==> config.mk <==
export PLATFORM = sky130hd
export DESIGN_NAME = polara_sat_counter
export DESIGN_NICKNAME = d
export VERILOG_FILES = /design/src/rtl/polara_sat_counter.sv
export SDC_FILE = /design/constraint.sdc
export NUM_CORES = 1
export LEC_CHECK = 0
export ABC_AREA = 0
export BUFFER_PORTS_ARGS = -buffer_cell sky130_fd_sc_hd__buf_2
export CORE_MARGIN = 2
export CORE_UTILIZATION = 44
export DETAILED_ROUTE_END_ITERATION = 8
export PLACE_DENSITY_LB_ADDON = 0.08
export SYNTH_ARGS = -nofsm -noshare
export SYNTH_HDL_FRONTEND = slang
export SYNTH_SLANG_ARGS = --single-unit
==> constraint.sdc <==
create_clock -name clk_i -period 2.7 [get_ports clk_i]
set_clock_uncertainty 0.05 [all_clocks]
set_input_delay 0.54 -clock clk_i [delete_from_list [all_inputs] [get_ports clk_i]]
set_output_delay 0.54 -clock clk_i [all_outputs]
set_load 0.005 [all_outputs]
==> src/rtl/polara_sat_counter.sv <==
// Saturating up-counter with synchronous clear. Clear has priority over
// increment, and the count holds at all ones instead of wrapping.
module polara_sat_counter #(
    parameter int W = 32
) (
    input  logic         clk_i,
    input  logic         rst_ni,
    input  logic         clr_i,
    input  logic         inc_i,
    output logic [W-1:0] cnt_o
);

    logic [W-1:0] cnt_q;
    logic [W-1:0] cnt_d;

    // Next count: clear wins, otherwise step unless already saturated.
    always_comb begin
        cnt_d = cnt_q;
        if (clr_i) begin
            cnt_d = '0;
        end else if (inc_i && (cnt_q != {W{1'b1}})) begin
            cnt_d = cnt_q + W'(1);
        end
    end

    // Count register.
    always_ff @(posedge clk_i or negedge rst_ni) begin
        if (!rst_ni) begin
            cnt_q <= '0;
        end else begin
            cnt_q <= cnt_d;
        end
    end

    assign cnt_o = cnt_q;

endmodule

Word level (Yosys, flattened, before mapping)
Cells that the tools add are included.

word-level totals
  logic and storage cells = 7
  bits in registers = 32
  output and inout bits = 32

cells by class
  reductions and logical operators = 2
  mux-type cells = 2
  eq/ne operators = 1
  add/subtract/negate cells = 1

operators by type and width
  operator               count
  $mux 32                2
  $add 32x1->32 const B  1
  $ne 32x32->1 const B   1
  $reduce_bool 2->1      1
  $logic_and 1x1->1      1

Longest topological paths before layout
  depth in word-level cells = 4
  mapped depth = 8
  gate-level depth less buffers = 6

Worst setup path after synthesis
No wires, ideal clock.

  path kind = reg-to-reg
  start point = reg cnt_q[0], in the netlist cnt_o[0]
  end point = reg cnt_q[31], in the netlist cnt_o[31]
  slack = 0.700 ns
  required time = 2.525 ns
  stages on the path, launching flop included = 8
  data arrival time = 1.826 ns
  buffers on the path = 1
  cell sequence = dfrtp_1 > ha_1 > nand4_1 > nor4_2 > a21o_1 > buf_2 > nor4_1 > mux2_2

between the ends
  cells in the longest elaborated chain, start to end = 3

ends and longest elaborated chain
  what                                           line    text
  from (decl)                                    13      logic [W-1:0] cnt_q;
  from (signal assigned)                         31      cnt_q <= cnt_d;
  $add 32x1->32 or $ne 32x32->1 (tied branches)  22, 21
  $mux 32 or $logic_and 1x1->1 (tied branches)   21      end else if (inc_i && (cnt_q != {W{1'b1}})) begin
  $mux 32 or $reduce_bool 2->1 (tied branches)   -

Several ways; a longest one is shown, not always the timed one. The select of a mux whose other input is x is not followed.
A chain may end at the register's enable or synchronous reset.

Final worst setup path
Same ends and word-level chain as after synthesis.

==> qor.txt <==
TIMING
----------------------------------------------------------------------------------
Maximum clock frequency                                                  0.423 GHz
Sum of negative setup slack                                                   0 ns
Setup Viol. Count Final                                                          0
Final Max Slew Viols                                                             0
Count of final hold-check violations                                             0
Slew at the pin with the worst max-slew slack                             0.725 ns
Period utilization                                                           87.5%
RSZ-0062 raised after global routing                                            no
Final Critical Period                                                      2.36 ns
Post-Route Hold Slack                                                     0.253 ns
Worst slew margin relative to its limit                                      51.7%

DRT
----------------------------------------------------------------------------------
Routed vias/inst                                                              5.63
Residual antenna-violating net count after detailed routing                      0
Total Routed Length                                                        4290 um
Wire length per cell                                                       15.1 um
Total number of vias                                                          1598
Detailed Route Iter0 Violations                                                 76
DRT Pass-1 Iters                                                                 4
Residual DRC                                                                     0

FINISH
----------------------------------------------------------------------------------
Signed area change from the synthesized netlist to the final layout          16.9%
Flip-flop count of the largest register after layout                            32
Area of all sequential standard cells                                      801 um2
Multi-input logic area                                                     995 um2
Net total in the final layout                                                  238
Share of cells above drive strength 1                                        24.8%
Final antenna diode count                                                        0
Fillers                                                                        398

PWR
----------------------------------------------------------------------------------
Portion of total power attributed to combinational logic                      4.1%
Power density over the cells                                            455 nW/um2
Internal Dissipation                                                    0.000768 W
Proportion of power drawn by flip-flops and latches                          49.3%
Proportion of power drawn by the clock network                               46.7%
Peak supply drop                                                        0.000239 V
Sw Pwr                                                                  0.000219 W
Switching power share of the total                                           22.2%
Leakage Power                                                             0.990 nW

DIE
----------------------------------------------------------------------------------
Chip Width                                                                 68.9 um
Vertical die dimension                                                     68.9 um
# IOs                                                                           36
Starting Density                                                             46.0%
Core Footprint                                                            4030 um2
Row count                                                                       23
Die footprint                                                             4750 um2

SETUP PATH
----------------------------------------------------------------------------------
Worst setup path startpoint                                               cnt_o[0]
Capture point of the worst path                                          cnt_o[31]
Arr. time, crit path                                                       2.49 ns
Top fanout value on the critical path                                           19
CP required                                                                2.82 ns
Path type of the worst setup path                                     register to register
Launching element type of the critical path                               register
Crit end category                                                         register
Endpoint of the most critical register-to-register path                  cnt_o[31]
Worst Reg-to-Reg Cells                                                           6
FF-to-FF setup slack                                                       0.34 ns
Startpoint of the worst register-to-register path                         cnt_o[0]

CLOCK TREE
----------------------------------------------------------------------------------
Clock Root Buffer                                                         clkbuf_8
Clock tree from TritonCTS                                                     done
Number of clock sinks                                                           32
Number of hold buffers added after CTS                                           0
Worst-path clk slew                                                        0.07 ns
PostCTS Resize Cnt                                                               0
Clk buf depth                                                                    2
Deepest level of the CTS H-tree                                                  2
Clock Latency Late Sink                                                    0.29 ns
Cts bufs inserted                                                                5
Post-CTS setup buffer count                                                      0

LOGIC SYNTHESIS
----------------------------------------------------------------------------------
Netlist area before placement                                             1850 um2
Most instantiated flip-flop cell in the synthesis netlist                  dfrtp_1
Share of async-settable or async-resettable flops after synthesis             100%
Count of state elements after synthesis                                         32
Total of warnings raised by yosys                                                0
Count leader, synth                                                        dfrtp_1
Most numerous cell types in the synthesized netlist                   32 x dfrtp_1, 26 x nor2_1, 12 x nand3_1
Synthesized netlist net count                                                  203
Cell accounting for the most synthesized area                              dfrtp_1
Count of flip-flops with a built-in enable after synthesis                       0
Cells after synthesis                                                          198
Sequential share of the synthesized area                                     43.2%
Count of cell types in the netlist                                              42
Share of the synthesized area in the top cell type                           43.2%
Cell types occupying the most area after synthesis                    dfrtp_1 43%, nor2_1 5.3%, xnor2_1 4.7%
Average cell area after synthesis                                         9.37 um2

GLOBAL ROUTING
----------------------------------------------------------------------------------
Global-route wire length before repair                                     7040 um
Number of antenna violations at the first check in global routing                0
Largest net degree at the start of global routing                               41
GRT Resource Usage Total                                                     20.2%
Total gr overflow                                                                0
Via count of the first global-routing pass                                    1595

RUN
----------------------------------------------------------------------------------
Number of max-cap violations                                                     0

PLACE
----------------------------------------------------------------------------------
Hpwl dp                                                                    3020 um
Final estimated routing congestion in global placement                       0.822
Number of buffers inserted by port buffering                                    35

RUN STATUS
----------------------------------------------------------------------------------
Status                                                                complete, no violations

HOLD PATH
----------------------------------------------------------------------------------
Hold crit path type                                                   primary input to asynchronous set/reset pin

## metal layers
layer / vias up / share of wire [%] / track usage, %
met5: - / 0 / 0
met4: 0 / 2.0 / 8.58
met3: 9 / 4.4 / 5.19
met2: 46 / 47 / 33.7
met1: 761 / 47 / 24.7
li1: 782 / - / -
## cell usage in the layout, fill, tap and decap left out, drive strengths merged, types with 7 or more instances in the layout
cell	count
dfrtp	32
nor2	26
nand4	7
nor4	7
nand3	13
xnor2	10
inv	7
buf	35
a21oi	11
and3	8
nand2	11
## through the flow
stage | std cells | utilization (%) | setup WS, ns | power (W) | cell area [um2]
2_1_floorplan | 198 | - | 0.700 | 0.000517 | 1850
3_3_place_gp | 276 | 51.1 | 0.456 | 0.000535 | 2060
3_5_place_dp | 276 | 51.1 | 0.372 | 0.000537 | 2060
4_1_cts | 284 | 53.8 | 0.363 | 0.000996 | 2170
5_1_grt | 284 | 53.8 | 0.132 | 0.00101 | 2170
6_report | 284 | 53.8 | 0.337 | 0.000987 | 2170
## worst min-delay path by stage
stage	start	endpoint	slack [ns]	cells after the start
2_1_floorplan	rst_ni	cnt_o[0]	0.19	0
4_1_cts	rst_ni	cnt_o[28]	0.29	1
3_3_place_gp	cnt_o[1]	cnt_o[1]	0.52	2
6_report	rst_ni	cnt_o[26]	0.25	1
3_5_place_dp	cnt_o[25]	cnt_o[25]	0.54	2
5_1_grt	rst_ni	cnt_o[3]	0.31	1
## power by group through the flow
| stage | clock, W | sequential [W] | combinational [W] |
|---|---|---|---|
| 2_1_floorplan | 0 | 0.000496 | 0.0000213 |
| 3_3_place_gp | 0 | 0.000495 | 0.0000404 |
| 3_5_place_dp | 0 | 0.000496 | 0.0000413 |
| 4_1_cts | 0.000468 | 0.000486 | 0.0000415 |
| 5_1_grt | 0.000483 | 0.000487 | 0.0000459 |
| 6_report | 0.000461 | 0.000486 | 0.0000400 |
## cell type report
class	instances	share of cell area, %
clock buffer	6	3.35
clock inverter	2	1.62
inverter	7	1.21
multi-input combinational	152	45.9
sequential	32	37.0
tap	50	2.89
timing repair buffer	35	8.08
## worst max-delay path: stages (launching register included)
cell     delay (ns)
dfrtp_1        0.41
ha_1           0.23
nand4_1        0.21
nor4_2         0.40
a21o_1         0.53
nor4_1         0.13
mux2_2         0.29
## cell families after synthesis
kind of cell | Yosys count | share of synthesized area, %
xor gates and xnor gates | 13 | 6.14
DFF | 32 | 43.2
muxes | 7 | 4.39
AOI/OAI and AO/OA | 32 | 11.9
buffers and inverters | 14 | 3.17
adders and majority gates | 1 | 0.675
and+or+nand+nor | 99 | 30.5
No activity file was read; power rests on OpenSTA's default activity.
